## src/rtl/pong_engine.sv

```systemverilog
// pong_engine: single-clock Pong game state, scoring and pixel colouring.
// Optional define PONG_AI_PADDLE_EN makes the right paddle follow the ball.
module pong_engine #(
    parameter int GRAPHICS_WIDTH   = 1280,
    parameter int GRAPHICS_HEIGHT  = 800,
    parameter int POSITION_REG_MAX = 11,
    parameter int BORDER_WIDTH     = 50,
    parameter int PADDLE_LENGTH    = 200,
    parameter int PADDLE_WIDTH     = 20,
    parameter int PADDLE_SPEED     = 10,
    parameter int PADDLE_INSET     = 60,
    parameter int BALL_SIZE        = 20,
    parameter int BALL_SPEED       = 4,
    parameter int WIN_SCORE        = 9,
    parameter int SERVE_FRAMES     = 60,
    parameter int SCORE_BITS       = 4
) (
    input  logic                    pixel_clock,
    input  logic                    reset,
    input  logic                    vga_vertical_sync,
    input  logic [POSITION_REG_MAX:0] h_position,
    input  logic [POSITION_REG_MAX:0] v_position,
    input  logic                    p1_up,
    input  logic                    p1_down,
    input  logic                    p2_up,
    input  logic                    p2_down,
    output logic [11:0]             rgb12,
    output logic [SCORE_BITS-1:0]   score_left,
    output logic [SCORE_BITS-1:0]   score_right,
    output logic                    game_over
);
    typedef logic [POSITION_REG_MAX:0]   pos_t;
    typedef logic [POSITION_REG_MAX+1:0] ext_t;
    typedef logic [SCORE_BITS-1:0]       score_t;
    localparam int CNT_W = $clog2(SERVE_FRAMES + 1);
    typedef logic [CNT_W-1:0]            cnt_t;
    typedef enum logic [1:0] {ST_SERVE, ST_PLAY, ST_GAME_OVER} state_t;

    localparam pos_t BORDER        = pos_t'(BORDER_WIDTH);
    localparam pos_t RIGHT_EDGE    = pos_t'(GRAPHICS_WIDTH - BORDER_WIDTH);
    localparam pos_t BOTTOM_EDGE   = pos_t'(GRAPHICS_HEIGHT - BORDER_WIDTH);
    localparam pos_t BALL_X0       = pos_t'((GRAPHICS_WIDTH - BALL_SIZE) / 2);
    localparam pos_t BALL_Y0       = pos_t'((GRAPHICS_HEIGHT - BALL_SIZE) / 2);
    localparam pos_t BALL_W        = pos_t'(BALL_SIZE);
    localparam pos_t BALL_V        = pos_t'(BALL_SPEED);
    localparam pos_t BALL_X_MAX    = pos_t'(GRAPHICS_WIDTH - BORDER_WIDTH - BALL_SIZE);
    localparam pos_t BALL_Y_MAX    = pos_t'(GRAPHICS_HEIGHT - BORDER_WIDTH - BALL_SIZE);
    localparam pos_t BALL_TOP_TURN = pos_t'(BORDER_WIDTH + BALL_SPEED);
    localparam pos_t BALL_BOT_TURN = pos_t'(GRAPHICS_HEIGHT - BORDER_WIDTH - BALL_SIZE - BALL_SPEED);
    localparam pos_t PAD_Y0        = pos_t'((GRAPHICS_HEIGHT - PADDLE_LENGTH) / 2);
    localparam pos_t PAD_Y_MAX     = pos_t'(GRAPHICS_HEIGHT - BORDER_WIDTH - PADDLE_LENGTH);
    localparam pos_t PAD_UP_LIMIT  = pos_t'(BORDER_WIDTH + PADDLE_SPEED);
    localparam pos_t PAD_DN_LIMIT  = pos_t'(GRAPHICS_HEIGHT - BORDER_WIDTH - PADDLE_LENGTH - PADDLE_SPEED);
    localparam pos_t PAD_V         = pos_t'(PADDLE_SPEED);
    localparam pos_t PAD_W         = pos_t'(PADDLE_WIDTH);
    localparam pos_t PAD_LEN       = pos_t'(PADDLE_LENGTH);
    localparam pos_t LEFT_PAD_X    = pos_t'(PADDLE_INSET);
    localparam pos_t RIGHT_PAD_X   = pos_t'(GRAPHICS_WIDTH - PADDLE_INSET - PADDLE_WIDTH);
    localparam score_t WIN         = score_t'(WIN_SCORE);
    localparam cnt_t SERVE_LAST    = cnt_t'(SERVE_FRAMES - 1);

    function automatic logic covers(pos_t p, pos_t lo, pos_t size);
        return (p >= lo) && (ext_t'(p) < ext_t'(lo) + ext_t'(size));
    endfunction

    function automatic logic overlaps(pos_t a, pos_t a_size, pos_t b, pos_t b_size);
        return (ext_t'(a) < ext_t'(b) + ext_t'(b_size)) && (ext_t'(b) < ext_t'(a) + ext_t'(a_size));
    endfunction

    // Clamp tests are done before the subtraction so y never wraps below zero.
    function automatic pos_t step_paddle(pos_t y, logic up, logic down);
        pos_t r;
        r = y;
        if (up && !down)      r = (y < PAD_UP_LIMIT) ? BORDER : y - PAD_V;
        else if (down && !up) r = (y > PAD_DN_LIMIT) ? PAD_Y_MAX : y + PAD_V;
        return r;
    endfunction

    state_t state, state_next;
    cnt_t   serve_count, serve_count_next;
    pos_t   ball_x, ball_x_next, ball_y, ball_y_next;
    pos_t   pad_l, pad_l_next, pad_r, pad_r_next;
    logic   dx_neg, dx_neg_next, dy_neg, dy_neg_next;
    score_t score_l, score_l_next, score_r, score_r_next;
    logic   vsync_q, tick, hit, new_dx_neg;
    logic   right_up, right_down;
    logic [11:0] colour;

    assign tick        = vga_vertical_sync & ~vsync_q;
    assign game_over   = (state == ST_GAME_OVER);
    assign score_left  = score_l;
    assign score_right = score_r;

`ifdef PONG_AI_PADDLE_EN
    ext_t ball_centre, paddle_centre;
    assign ball_centre   = ext_t'(ball_y) + ext_t'(BALL_SIZE / 2);
    assign paddle_centre = ext_t'(pad_r) + ext_t'(PADDLE_LENGTH / 2);
    assign right_up      = (ball_centre + ext_t'(PADDLE_SPEED)) < paddle_centre;
    assign right_down    = ball_centre > (paddle_centre + ext_t'(PADDLE_SPEED));
`else
    assign right_up      = p2_up;
    assign right_down    = p2_down;
`endif

    always_comb begin
        state_next       = state;
        serve_count_next = serve_count;
        ball_x_next      = ball_x;
        ball_y_next      = ball_y;
        dx_neg_next      = dx_neg;
        dy_neg_next      = dy_neg;
        pad_l_next       = pad_l;
        pad_r_next       = pad_r;
        score_l_next     = score_l;
        score_r_next     = score_r;
        hit              = 1'b0;
        new_dx_neg       = dx_neg;
        if (tick) begin
            pad_l_next = step_paddle(pad_l, p1_up, p1_down);
            pad_r_next = step_paddle(pad_r, right_up, right_down);
            unique case (state)
                ST_SERVE: begin
                    ball_x_next = BALL_X0;
                    ball_y_next = BALL_Y0;
                    if (serve_count == SERVE_LAST) begin
                        state_next       = ST_PLAY;
                        serve_count_next = '0;
                    end else begin
                        serve_count_next = serve_count + cnt_t'(1);
                    end
                end
                ST_PLAY: begin
                    if (ball_x < BORDER || ball_x > BALL_X_MAX) begin
                        // Serve heads toward the player who just conceded.
                        if (ball_x < BORDER) begin
                            score_r_next = score_r + score_t'(1);
                            dx_neg_next  = 1'b1;
                        end else begin
                            score_l_next = score_l + score_t'(1);
                            dx_neg_next  = 1'b0;
                        end
                        ball_x_next      = BALL_X0;
                        ball_y_next      = BALL_Y0;
                        serve_count_next = '0;
                        state_next = (score_l_next == WIN || score_r_next == WIN) ? ST_GAME_OVER : ST_SERVE;
                    end else begin
                        hit = (dx_neg && overlaps(ball_x, BALL_W, LEFT_PAD_X, PAD_W)
                                      && overlaps(ball_y, BALL_W, pad_l, PAD_LEN))
                           || (!dx_neg && overlaps(ball_x, BALL_W, RIGHT_PAD_X, PAD_W)
                                       && overlaps(ball_y, BALL_W, pad_r, PAD_LEN));
                        new_dx_neg  = dx_neg ^ hit;
                        dx_neg_next = new_dx_neg;
                        ball_x_next = new_dx_neg ? ball_x - BALL_V : ball_x + BALL_V;
                        if (dy_neg) begin
                            if (ball_y <= BALL_TOP_TURN) begin
                                ball_y_next = BORDER;
                                dy_neg_next = 1'b0;
                            end else begin
                                ball_y_next = ball_y - BALL_V;
                            end
                        end else if (ball_y >= BALL_BOT_TURN) begin
                            ball_y_next = BALL_Y_MAX;
                            dy_neg_next = 1'b1;
                        end else begin
                            ball_y_next = ball_y + BALL_V;
                        end
                    end
                end
                ST_GAME_OVER: begin
                    if (p1_up || p1_down || p2_up || p2_down) begin
                        score_l_next     = '0;
                        score_r_next     = '0;
                        serve_count_next = '0;
                        state_next       = ST_SERVE;
                    end
                end
                default: state_next = ST_SERVE;
            endcase
        end
    end

    always_comb begin
        colour = 12'h000;
        if (covers(h_position, ball_x, BALL_W) && covers(v_position, ball_y, BALL_W))
            colour = 12'hfff;
        else if ((covers(h_position, LEFT_PAD_X, PAD_W) && covers(v_position, pad_l, PAD_LEN)) ||
                 (covers(h_position, RIGHT_PAD_X, PAD_W) && covers(v_position, pad_r, PAD_LEN)))
            colour = 12'hfff;
        else if (h_position < BORDER || h_position >= RIGHT_EDGE ||
                 v_position < BORDER || v_position >= BOTTOM_EDGE)
            colour = game_over ? 12'hf00 : 12'h303;
    end

    always_ff @(posedge pixel_clock) begin
        if (reset) begin
            vsync_q     <= 1'b0;
            state       <= ST_SERVE;
            serve_count <= '0;
            ball_x      <= BALL_X0;
            ball_y      <= BALL_Y0;
            dx_neg      <= 1'b0;
            dy_neg      <= 1'b0;
            pad_l       <= PAD_Y0;
            pad_r       <= PAD_Y0;
            score_l     <= '0;
            score_r     <= '0;
            rgb12       <= 12'h000;
        end else begin
            vsync_q     <= vga_vertical_sync;
            state       <= state_next;
            serve_count <= serve_count_next;
            ball_x      <= ball_x_next;
            ball_y      <= ball_y_next;
            dx_neg      <= dx_neg_next;
            dy_neg      <= dy_neg_next;
            pad_l       <= pad_l_next;
            pad_r       <= pad_r_next;
            score_l     <= score_l_next;
            score_r     <= score_r_next;
            rgb12       <= colour;
        end
    end
endmodule
```

## config.mk

```make
export PLATFORM = sky130hd
export DESIGN_NAME = pong_engine
export DESIGN_NICKNAME = d
export VERILOG_FILES = /design/src/rtl/pong_engine.sv
export SDC_FILE = /design/constraint.sdc
export NUM_CORES = 1
export LEC_CHECK = 0
export CELL_PAD_IN_SITES_DETAIL_PLACEMENT = 0
export CELL_PAD_IN_SITES_GLOBAL_PLACEMENT = 1
export CORE_ASPECT_RATIO = 1.4
export CORE_MARGIN = 2
export CORE_UTILIZATION = 25
export CTS_BUF_LIST = sky130_fd_sc_hd__clkbuf_16
export DETAILED_ROUTE_END_ITERATION = 10
export GPL_TIMING_DRIVEN = 0
export PLACE_DENSITY_LB_ADDON = 0.1
export SLEW_MARGIN = 40
export SYNTH_ARGS = -nofsm -noshare
export SYNTH_HDL_FRONTEND = slang
export SYNTH_SLANG_ARGS = --single-unit
```

## constraint.sdc

```tcl
create_clock -name pixel_clock -period 13.1 [get_ports pixel_clock]
set_input_delay 1.965 -clock pixel_clock [delete_from_list [all_inputs] [get_ports pixel_clock]]
set_output_delay 1.965 -clock pixel_clock [all_outputs]
set_load 0.1 [all_outputs]
```

# Yosys cells after proc, flatten, opt, wreduce, memory -nomap -nowiden
# Index checks and enable logic that the tools add are counted.
# word_totals
output_inout_bits,21
reg_bits,79
elab_cells,168
# op_classes
n_bitwise,4
magnitude_cmp,32
mux,47
addsub,15
n_reduce_logical,50
eq_ne,8
# ops
op,count
two-way mux 12 bit,18
less-than comparator 12 x 13 -> 1 bit,8
less-than comparator 12 x 6 -> 1 bit (second input constant),5
>= comparator 12 bit,4
one-hot mux 12 bit (2 select lines),2
two-way mux 4 bit,11
adder 12 x 5 -> 13 bit (second input constant),2
adder 12 x 8 -> 13 bit (second input constant),2
adder 12 x 3 -> 12 bit (second input constant),2
adder 12 x 4 -> 12 bit (second input constant),2
>= comparator 12 x 10 -> 1 bit (second input constant),2
>= comparator 12 x 11 -> 1 bit (second input constant),2
greater-than comparator 12 x 10 -> 1 bit (second input constant),2
less-than comparator 12 x 11 -> 1 bit (second input constant),2
less-than comparator 12 x 7 -> 1 bit (second input constant),2
subtractor 12 x 3 -> 12 bit (second input constant),2
subtractor 12 x 4 -> 12 bit (second input constant),2
logical AND 1 bit,21
two-way mux 6 bit,3
one-hot mux 6 bit (3 select lines),1
one-hot mux 4 bit (2 select lines),2
less-than comparator 11 x 13 -> 1 bit (first input constant),1
less-than comparator 6 x 13 -> 1 bit (first input constant),1
>= comparator 12 x 6 -> 1 bit (second input constant),1
other kinds (24),56

# Depth between registers and ports, before layout
# Gate-level depths: netlist of the first run.
# depth
word_depth,10
ltp_mapped,23
ltp_nobuf,22

# Worst setup path before layout of the first run
# No wires, ideal clock.
# synth_path
path_type,reg2reg
startpoint,reg ball_y[2]
endpoint,reg ball_x[11]
path_slack_ns,8.354
setup_ns,0.095
path_stages_with_launch,23
period_less_slack_ns,4.746
required_ns,13.005
arrival_ns,4.651
path_cell_list,dfxtp_1 -> buf_2 -> inv_1 -> ha_1 -> inv_1 -> ha_1 -> a21oi_1 -> o31a_1 -> o21ai_0 -> maj3_1 -> maj3_1 -> o21bai_1 -> o211ai_2 -> inv_1 -> ha_1 -> a21o_1 -> a21oi_1 -> o21bai_1 -> a21oi_1 -> o21ai_0 -> a31oi_1 -> or4b_1 -> o311ai_1
# synth_via
elab_chain_cells,9
# synth_lines
item,line_no,text
"start, declared",81,"pos_t ball_x, ball_x_next, ball_y, ball_y_next;"
"start signal, assigned",213,ball_y <= ball_y_next;
adder 12 x 5 -> 13 bit,67,return (ext_t'(a) < ext_t'(b) + ext_t'(b_size)) && (ext_t'(b) < ext_t'(a) + ext_t'(a_size));
less-than comparator 12 x 13 -> 1 bit,67,
logical AND 1 bit,67,
logical AND 1 bit (on tied branches),"148, 150",
logical OR 1 bit *,149,"|| (!dx_neg && overlaps(ball_x, BALL_W, RIGHT_PAD_X, PAD_W)"
bitwise XOR 1 bit *,151,new_dx_neg = dx_neg ^ hit;
two-way mux 12 bit *,153,ball_x_next = new_dx_neg ? ball_x - BALL_V : ball_x + BALL_V;
two-way mux 12 bit *,133,if (ball_x < BORDER || ball_x > BALL_X_MAX) begin
one-hot mux 12 bit (2 select lines) *,121,unique case (state)
"end signal, assigned",212,ball_x <= ball_x_next;
"end, declared",81,
# Mark *: on every way between the ends. The rest lies on a longest branch, timed or not.
# A chain may end at the register's enable or synchronous reset.

# Worst setup path in the final report of the first run
# Ends and elaborated chain as after synthesis.

==> flow_metrics.tcl, run 1 <==
set metrics [dict create \
    nets 1342 \
    yosysWarnings 0 \
    vias 8749 \
    antenna_found_initial 0 \
    ant_nets 0 \
    synth_cell_type_count 93 \
    seq_area_frac_synth_pct 15.8 \
    clock_sinks 67 \
    insertedDiodeCount 0 \
    synthMuxAreaShare_pct 0.602 \
    timing.fmax_mhz 161 \
    tns_ns 0 \
    syn-instance-count 1129 \
    dp.cells 1629 \
    synth-simple-area-share_pct 21.4 \
    cts-resized-gates 0 \
    first_iter_violations 357 \
    worstSkewPairLatency_ns 0.37 \
    p_int_mw 0.414 \
    endpoint_kind "flop" \
    ys_ff_latch 67 \
    worst_pin_slew_ns 0.790 \
    leakage_nw 3.72 \
    pwr-share-clk_pct 36.9 \
    holdBufCountCts 0 \
    synth_top_flop_cell "dfxtp_1" \
    syn_area_sq_um 8510 \
    p_sw_share_pct 37.8 \
    grt_usage_pct 19.7 \
    report.final.slew_viol_count 0 \
    clk_pin_slew_ns 0.07 \
    start_util_pct 25.2 \
    firstDrtPassIters 5 \
    drive_gt1_share_pct 9.38 \
    syn2layout_area_growth_pct 14.8 \
    ir_worst_vdd_mv 0.0582 \
    io_buffers 49 \
    cts_buffers 9 \
    pin_count 52 \
    power.switching_mw 0.251 \
    finalNonFillerCells 1645 \
    hold_viol_final 0 \
    clockRootBuffer "clkbuf_16" \
    cp_cell_sequence "buf_2 -> inv_1 -> ha_1 -> inv_1 -> ha_1 -> a21oi_1 -> o31a_1 -> o21ai_0 -> maj3_1 -> maj3_1 -> o21bai_1 -> o211ai_2 -> inv_1 -> ha_1 -> a21o_1 -> a21oi_1 -> o21bai_1 -> a21oi_1 -> o21ai_0 -> a31oi_1 -> or4b_1 -> o311ai_1" \
    synth_top_family_by_area "compound AO/OA/AOI/OAI gates" \
    cpMaxStageDelayCell "dfxtp_1" \
    die_h_microns 222 \
    dp_hpwl_microns 28100 \
    fp-row-count 80 \
    rsz0062_at_grt "false" \
    synth_xor_area_share_pct 5.04 \
    synth_nets 1282 \
    synth_compound_area_share_pct 30.8 \
    synth_edf_count 0 \
    max_slew_margin_pct 46.6 \
    post_cts_buffers 0 \
    post_drt_wl_per_cell_microns 21.3 \
    finalCritPeriodShare_pct 47.4 \
    async_reset_ff_share_pct 0 \
    max-cap-violations 0 \
    core_area_sq_um 33800 \
    place_congestion 0.816 \
    grt_pass1_wl_microns 53600 \
    start_kind "flop" \
    post-route-min-period_ns 6.21 \
    cts_buffer_depth 2 \
    cts_tree "yes" \
    power_frac_comb_pct 29.9 \
    outcome "complete, no violations" \
    dieArea_sq_um 35600 \
    die_w_microns 160 \
    drc 0 \
    cp_data_arrival_time_ns 6.47 \
    slowest_delay_ns 0.65 \
    grt_pass1_vias 8748 \
    post_drt_via_cell_ratio 5.32 \
    htreeDepth 3 \
    synth.avg_cell_area_sq_um 7.54 \
    powerDensity_nw_per_um2 68.0 \
    hp-class "reg2reg" \
    grt_max_degree 14 \
    path_max_fanout 9 \
    synth_fa_ha_area_share_pct 18.4 \
    fillers 3828 \
    fin_skew_ns 0.00983 \
    grt_overflow_total 0 \
    required_ns 13.36 \
    drt-total-wl_microns 35000 \
    critical_path_class "reg2reg" \
    seq_power_share_pct 33.2 \
    finalSetupViolCount 0 \
]
==> cell usage after synthesis, types with 5 or more instances <==
| cell type | instances | share of area, % |
|---|---|---|
| and3_1 | 10 | 0.73 |
| clkinv_1 | 5 | 0.22 |
| o21ai_0 | 77 | 4.5 |
| nor3_1 | 44 | 2.6 |
| buf_4 | 11 | 0.97 |
| nor2_1 | 87 | 3.8 |
| xnor2_1 | 39 | 4.0 |
| nand3_1 | 35 | 2.1 |
| o22ai_1 | 13 | 0.96 |
| a311oi_1 | 5 | 0.51 |
| a211oi_1 | 13 | 1.1 |
| a31oi_1 | 19 | 1.4 |
| a22oi_1 | 13 | 1.1 |
| o31ai_1 | 8 | 0.71 |
| nor4_1 | 16 | 1.2 |
| o21a_1 | 10 | 0.88 |
| clkbuf_8 | 7 | 1.1 |
| or2_2 | 6 | 0.44 |
| nor2b_1 | 6 | 0.44 |
| o221ai_1 | 8 | 0.82 |
| clkbuf_1 | 30 | 1.3 |
| nand3b_1 | 7 | 0.62 |
| a221oi_1 | 11 | 1.1 |
| ha_1 | 121 | 18 |
| xor2_1 | 10 | 1.0 |
| nand2b_1 | 19 | 1.4 |
| buf_2 | 12 | 0.71 |
| a21oi_1 | 87 | 5.1 |
| dfxtp_1 | 67 | 16 |
| o21bai_1 | 11 | 0.97 |
| a32oi_1 | 7 | 0.72 |
| or3_1 | 8 | 0.59 |
| nand2_1 | 81 | 3.6 |
| a21o_1 | 10 | 0.88 |
| and2_1 | 8 | 0.59 |
| a41oi_1 | 6 | 0.62 |
| inv_1 | 71 | 3.1 |
| o2111ai_1 | 5 | 0.51 |
| o211ai_1 | 17 | 1.5 |
| nand4_1 | 14 | 1.0 |
| o31a_1 | 5 | 0.51 |
==> worst max-delay path, delay by kind of cell (launching register included) <==
family                     cells  cell delay [ns]
and+or+nand+nor                1             0.46
DFF                            1             0.65
buffers and inverters          4             1.06
AOI/OAI and AO/OA             12             2.16
adders and majority gates      5             1.75
==> sequential cells by signal, indices dropped and copies added (netlist names) <==
| name | count |
|---|---|
| vsync_q | 1 |
| score_left | 4 |
| state | 2 |
| pad_r | 11 |
| rgb12 | 4 |
| ball_y | 11 |
| dx_neg | 1 |
| dy_neg | 1 |
| score_right | 4 |
| pad_l | 11 |
| serve_count | 6 |
| ball_x | 11 |
==> metrics by stage <==
stage	hold WS [ns]	util [%]	area, sq um	worst slack, ns	power, mW
final	0.519	28.9	9770	6.89	0.665
after global placement	0.504	28.3	9570	6.75	0.427
after global routing	0.551	28.9	9770	6.49	0.707
after CTS	0.531	28.9	9770	6.73	0.678
after floorplan	0.479	-	8510	8.35	0.355
after detailed placement	0.513	28.1	9490	6.77	0.424
==> per-layer routing <==
layer | GRT usage [%] | share of wire (%) | vias to the layer above
li1 | - | - | 4338
met1 | 23.2 | 43 | 4243
met2 | 36.5 | 52 | 126
met3 | 2.59 | 2.3 | 42
met4 | 6.28 | 2.6 | 0
met5 | 0 | 0 | -
==> kinds of logic (layout without fill, tap and decap cells) <==
logic type / after synthesis / after routing
muxes: 5 / 5
xor gates and xnor gates: 49 / 49
AOI/OAI and AO/OA: 380 / 380
adders and majority gates: 125 / 125
DFF: 67 / 67
buffers and inverters: 142 / 207
and+or+nand+nor: 361 / 361
==> layout make-up <==
class / instances / area, sq um / area share [%]
multi-input combinational: 920 / 6510 / 66.6
tap: 451 / 564 / 5.78
clock inverter: 7 / 52.6 / 0.538
buffer: 66 / 405 / 4.15
inverter: 76 / 285 / 2.92
sequential: 67 / 1340 / 13.7
clock buffer: 9 / 225 / 2.31
timing repair buffer: 49 / 385 / 3.94
==> final timing paths <==
| kind | from | to | slack [ns] | cells past startpoint |
|---|---|---|---|---|
| hold reg to reg | serve_count[4] | serve_count[4] | 0.52 | 2 |
| setup / recovery | ball_y[2] | ball_x[11] | 6.89 | 22 |
| hold / removal | serve_count[4] | serve_count[4] | 0.52 | 2 |
| setup reg to reg | ball_y[2] | ball_x[11] | 6.89 | 22 |
==> power by group through the flow <==
stage          clock [mW]  combinational (mW)  sequential [mW]
6_report            0.245               0.199            0.220
5_1_grt             0.262               0.223            0.221
4_1_cts             0.257               0.201            0.221
3_5_place_dp            0               0.199            0.225
3_3_place_gp            0               0.201            0.226
2_1_floorplan           0               0.131            0.224
==> layout by cell type (no fill, tap or decap), drive strengths merged, types with 13 or more instances in the layout <==
cell type and n:
a211oi 15, a21oi 89, a22oi 13, a31oi 19, buf 50, clkbuf 46
clkdlybuf4s50 28, dfxtp 67, ha 121, inv 73, nand2 81, nand2b 19
nand3 35, nand4 14, nor2 89, nor3 45, nor4 18, o211ai 19
o21ai 81, o22ai 13, xnor2 39
Note: power is estimated with default switching activity, not from simulation.
==> inputs of run 2 (changes only) <==
- clock period: 13.1 -> 6 ns (I/O delays scaled with it)
==> run 2 against run 1 <==
Net effect:
- register-to-register slack lost 6.6 ns
- highest routed layer unchanged
- wire length grew 0.24%
- hold slack is essentially flat
- die area is the same
- first-iteration DRC count shrank 6.4%
- design area grew 0.33%
- fmax grew 9.0%
- total power grew 120%
- sequential share of layout area is essentially flat
- critical path depth shrank 2
- critical endpoint unchanged
- cell count is the same
- utilization grew 0.096 points
==> flow_metrics.tcl, run 2 (synthesis gave the netlist of run 1 again) <==
set metrics [dict create \
    final_area_sq_um 9800 \
    final_common_cell "ha_1" \
    clockRootBuffer "clkbuf_16" \
    report.final.slew_viol_count 0 \
    seq_power_share_pct 33.2 \
    hold_viol_final 0 \
    cp_data_arrival_time_ns 5.95 \
    fp-row-count 80 \
    max-cap-violations 0 \
    core_area_sq_um 33800 \
    p_sw_share_pct 37.8 \
    path_max_fanout 9 \
    dp_hpwl_microns 28100 \
    timing.fmax_mhz 176 \
    start_util_pct 25.2 \
    finalCritPeriodShare_pct 94.9 \
    min_path_cells 2 \
    pwr-share-clk_pct 36.9 \
    endpoint_kind "flop" \
    finalSetupViolCount 0 \
    antenna_found_initial 0 \
    post_cts_buffers 0 \
    r2r_start "ball_x[2]" \
    cts_tree "yes" \
    vias 8798 \
    cp_num_buf_inv 3 \
    r2r_slack_ns 0.31 \
    p_int_mw 0.903 \
    grt_usage_pct 19.7 \
    post_drt_via_cell_ratio 5.35 \
    dp.cells 1629 \
    first_iter_violations 334 \
    rsz0062_at_grt "false" \
    outcome "complete, no violations" \
    cts-resized-gates 5 \
    start_kind "flop" \
    dieArea_sq_um 35600 \
    htreeDepth 3 \
    drive_gt1_share_pct 10.1 \
    firstDrtPassIters 4 \
    die_w_microns 160 \
    powerDensity_nw_per_um2 148 \
    ant_nets 0 \
    leakage_nw 3.73 \
    grt_max_degree 14 \
    hp-start "serve_count[4]" \
    insertedDiodeCount 0 \
    slowest_delay_ns 0.66 \
    power.switching_mw 0.548 \
    clk_pin_slew_ns 0.06 \
    post_drt_wl_per_cell_microns 21.3 \
    required_ns 6.26 \
    critical_path_class "reg2reg" \
    io_buffers 49 \
    r2r_end "ball_x[11]" \
    seqCellArea_sq_um 1350 \
    worst_pin_slew_ns 0.811 \
    place_congestion 0.816 \
    cp_cell_sequence "buf_2 -> inv_1 -> ha_1 -> nand2_1 -> o32ai_1 -> a222oi_1 -> and4_2 -> nor4_1 -> o211ai_2 -> o211ai_2 -> inv_4 -> ha_1 -> a21o_1 -> a21oi_1 -> o21bai_1 -> a21oi_1 -> o21ai_0 -> a31oi_1 -> or4b_1 -> o311ai_1" \
    post-route-min-period_ns 5.69 \
    power_frac_comb_pct 30.0 \
    r2r_cells 20 \
    layout_common_cells "ha_1 (120), a21oi_1 (86), nor2_1 (86)" \
    fillers 3827 \
    cts_buffers 9 \
    multi_input_area_sq_um 6530 \
    syn2layout_area_growth_pct 15.1 \
    drt-total-wl_microns 35100 \
    holdPathEnd "serve_count[4]" \
    nets 1342 \
    fin_skew_ns 0.00992 \
    whs_ns 0.519 \
    cts_buffer_depth 2 \
    worstSkewPairLatency_ns 0.37 \
    clock_sinks 67 \
    die_h_microns 222 \
    pin_count 52 \
    grt_pass1_wl_microns 53600 \
    max_slew_margin_pct 45.6 \
    drc 0 \
    critPathTopFamily "compound AO/OA/AOI/OAI gates" \
    cpMaxStageDelayCell "nor4_1" \
    grt_overflow_total 0 \
    grt_pass1_vias 8748 \
    holdBufCountCts 0 \
    dpl_cell_area_sq_um 9490 \
    ir_worst_vdd_mv 0.128 \
    hp-class "reg2reg" \
    finalNonFillerCells 1645 \
]
[run 2: changes by cell type in the layout (fill, tap and decap cells not counted), moves of 2 or more]
cell	before	now
dfxtp_1	67	64
clkbuf_1	30	28
clkbuf_2	0	2
dfxtp_2	0	2
inv_1	71	69
[run 2: power by group through the flow]
stage | clock network (mW) | registers (mW) | logic, mW
floorplan | 0 | 0.489 | 0.285
global placement | 0 | 0.492 | 0.440
detailed placement | 0 | 0.492 | 0.435
CTS | 0.561 | 0.482 | 0.438
global route | 0.573 | 0.483 | 0.487
finish | 0.535 | 0.481 | 0.435
[run 2: stage by stage]
stage / total power, mW / utilization [%] / setup slack [ns] / TNS, ns
floorplan: 0.775 / - / 1.25 / 0
global placement: 0.932 / 28.3 / -0.345 / -0.365
detailed placement: 0.927 / 28.1 / -0.333 / -0.333
CTS: 1.48 / 28.9 / 0.0934 / 0
global route: 1.54 / 29.0 / 0.00191 / 0
finish: 1.45 / 29.0 / 0.307 / 0
[run 2: worst register-to-register path, cell delays in order (launching register included)]
cell and delay, ns:
dfxtp_1 0.50, buf_2 0.29, inv_1 0.18, ha_1 0.39, nand2_1 0.09, o32ai_1 0.31, a222oi_1 0.15, and4_2 0.30
nor4_1 0.66, o211ai_2 0.19, o211ai_2 0.36, inv_4 0.14, ha_1 0.30, a21o_1 0.17, a21oi_1 0.22, o21bai_1 0.09
a21oi_1 0.25, o21ai_0 0.20, a31oi_1 0.25, or4b_1 0.46, o311ai_1 0.09
[run 2: metal layers]
metal / vias up / track usage, % / routed length (microns)
met2: 130 / 36.5 / 18300
li1: 4346 / - / -
met4: 0 / 6.28 / 854
met1: 4282 / 23.2 / 15200
met5: - / 0 / 0
met3: 40 / 2.59 / 747
[run 2: worst max-delay path by stage]
stage	startpoint	endpoint	depth (start not counted)
floorplan	ball_y[2]	ball_x[11]	22
global placement	ball_y[2]	ball_x[11]	21
detailed placement	ball_y[2]	ball_x[11]	22
CTS	ball_y[2]	ball_x[11]	22
global route	ball_x[2]	ball_x[11]	20
finish	ball_x[2]	ball_x[11]	20
[run 2: area by class of cell]
class	count	share of cell area (%)
repair buffers	49	3.93
well taps	451	5.76
inverters	76	2.94
clock buffers	9	2.30
multi-input cells	920	66.6
plain buffers	66	4.16
flip-flops and latches	67	13.7
clock inverters	7	0.536
==> inputs of run 3 (changes only) <==
- CORE_ASPECT_RATIO: 1.4 -> 1.5
==> run 3 against run 2 <==
Net effect:
- combinational power hardly changed
- clock skew is 0.0043 ns lower
- critical path depth rose by 2
- total power is 1.2% lower
- critical path type unchanged
- sequential cell count did not move
- hold slack got worse by 0.0023 ns
- global-route usage is essentially flat
- clock power decreased by 3%
- fmax shrank 0.72%
==> flow_metrics.tcl, run 3 (synthesis gave the netlist of run 1 again) <==
set metrics [dict create \
    preCtsSetupSlack_ns -0.346 \
    clk_pin_slew_ns 0.06 \
    dieArea_sq_um 35600 \
    cts_buffers 9 \
    post-route-min-period_ns 5.73 \
    ir_worst_vdd_mv 0.143 \
    critical_path_class "reg2reg" \
    seq_power_share_pct 33.6 \
    p_sw_share_pct 37.3 \
    dp_hpwl_microns 28200 \
    die_w_microns 155 \
    hold_viol_final 0 \
    post_drt_via_cell_ratio 5.45 \
    grt_usage_pct 19.7 \
    vias 8783 \
    finalCritPeriodShare_pct 95.6 \
    first_iter_violations 395 \
    fin_util_pct 29.1 \
    layout_common_cells "ha_1 (121), nor2_1 (87), a21oi_1 (86)" \
    multi_input_area_sq_um 6520 \
    power.switching_mw 0.535 \
    core_area_sq_um 33400 \
    drc 0 \
    die_h_microns 230 \
    start_util_pct 25.5 \
    worstSkewPairLatency_ns 0.36 \
    seqCellArea_sq_um 1350 \
    p_int_mw 0.899 \
    syn2layout_area_growth_pct 14.4 \
    nets 1342 \
    htreeDepth 3 \
    post_cts_buffers 0 \
    cts_tree "yes" \
    required_ns 6.26 \
    leakage_nw 3.72 \
    pin_count 52 \
    place_congestion 0.839 \
    fp-row-count 82 \
    path_max_fanout 9 \
    rsz0062_at_grt "false" \
    grt_pass1_wl_microns 53500 \
    ant_nets 0 \
    start_kind "flop" \
    cts_buffer_depth 2 \
    grt_pass1_vias 8793 \
    report.final.slew_viol_count 0 \
    fillers 3754 \
    endpoint_kind "flop" \
    fin_skew_ns 0.00559 \
    io_buffers 49 \
    antenna_found_initial 0 \
    insertedDiodeCount 0 \
    clockRootBuffer "clkbuf_16" \
    grt_overflow_total 0 \
    powerDensity_nw_per_um2 147 \
    finalSetupViolCount 0 \
    firstDrtPassIters 5 \
    max_slew_margin_pct 44.6 \
    grt_max_degree 13 \
    drt-total-wl_microns 34700 \
    drive_gt1_share_pct 9.89 \
    power_frac_comb_pct 30.2 \
    final_common_cell "ha_1" \
    outcome "complete, no violations" \
    hp-class "reg2reg" \
    pwr-share-clk_pct 36.2 \
    setup_slack_ns 0.266 \
    post_drt_wl_per_cell_microns 21.5 \
    timing.fmax_mhz 174 \
    cp_data_arrival_time_ns 5.99 \
    clock_sinks 67 \
    worst_pin_slew_ns 0.828 \
    whs_ns 0.516 \
    max-cap-violations 0 \
]
run 3: cell types whose count changed in the layout (fill, tap and decap cells not counted), sizes merged:
cell	delta
clkinvlp	+1
inv	-2
run 3: layer usage:
| metal | wire length (microns) | vias to the layer above | GRT usage (%) |
|---|---|---|---|
| li1 | - | 4345 | - |
| met1 | 14400 | 4251 | 22.7 |
| met2 | 18700 | 152 | 37.8 |
| met3 | 784 | 35 | 1.94 |
| met4 | 812 | 0 | 5.99 |
| met5 | 0 | - | 0 |
run 3: worst paths after layout:
| check | startpoint | end | slack [ns] | depth (start not counted) |
|---|---|---|---|---|
| max reg2reg | ball_y[2] | ball_x[11] | 0.27 | 22 |
| max | ball_y[2] | ball_x[11] | 0.27 | 22 |
| min | serve_count[4] | serve_count[4] | 0.52 | 2 |
| min reg2reg | serve_count[4] | serve_count[4] | 0.52 | 2 |
run 3: power groups by stage:
stage	combinational [mW]	sequential, mW	clock [mW]
floorplan	0.285	0.489	0
global placement	0.437	0.493	0
detailed placement	0.433	0.492	0
CTS	0.436	0.482	0.538
global route	0.485	0.484	0.552
finish	0.433	0.482	0.519
run 3: area by class of cell:
| cell class | count | share of cell area (%) |
|---|---|---|
| Multi-Input combinational cell | 920 | 66.9 |
| Inverter | 76 | 2.95 |
| Clock buffer | 9 | 2.31 |
| Timing Repair Buffer | 49 | 3.96 |
| Buffer | 66 | 4.19 |
| Tap cell | 420 | 5.40 |
| Clock inverter | 6 | 0.450 |
| Sequential cell | 67 | 13.8 |
run 3: timing repair:
| action | 4_1_cts | 5_1_grt |
|---|---|---|
| cloned | 0 | 0 |
| hold buffers | 0 | 0 |
| endpoints found under the setup margin | 2 | 1 |
| gates resized for setup | 6 | 6 |
| pin swaps | 0 | 0 |
run 3: stage by stage:
step	setup TNS, ns	cell area (sq um)	cells	total power, mW
2_1_floorplan	0	8510	1129	0.775
5_1_grt	0	9740	1613	1.52
6_report	0	9740	1613	1.43
3_3_place_gp	-0.342	9530	1598	0.930
3_5_place_dp	-0.346	9440	1598	0.925
4_1_cts	0	9730	1613	1.46
run 3: critical path, cell delays in order, from the launching register on:
cell      delay (ns)
dfxtp_4         0.47
buf_2           0.24
inv_1           0.18
ha_1            0.45
inv_2           0.12
ha_1            0.30
a21oi_1         0.16
o31a_1          0.16
o21ai_0         0.12
maj3_1          0.38
maj3_1          0.36
o21bai_1        0.27
o211ai_2        0.25
inv_4           0.18
ha_1            0.25
a21o_1          0.17
a21oi_1         0.22
o21bai_1        0.10
a21oi_1         0.23
o21ai_0         0.20
a31oi_1         0.26
or4b_1          0.46
o311ai_1        0.09
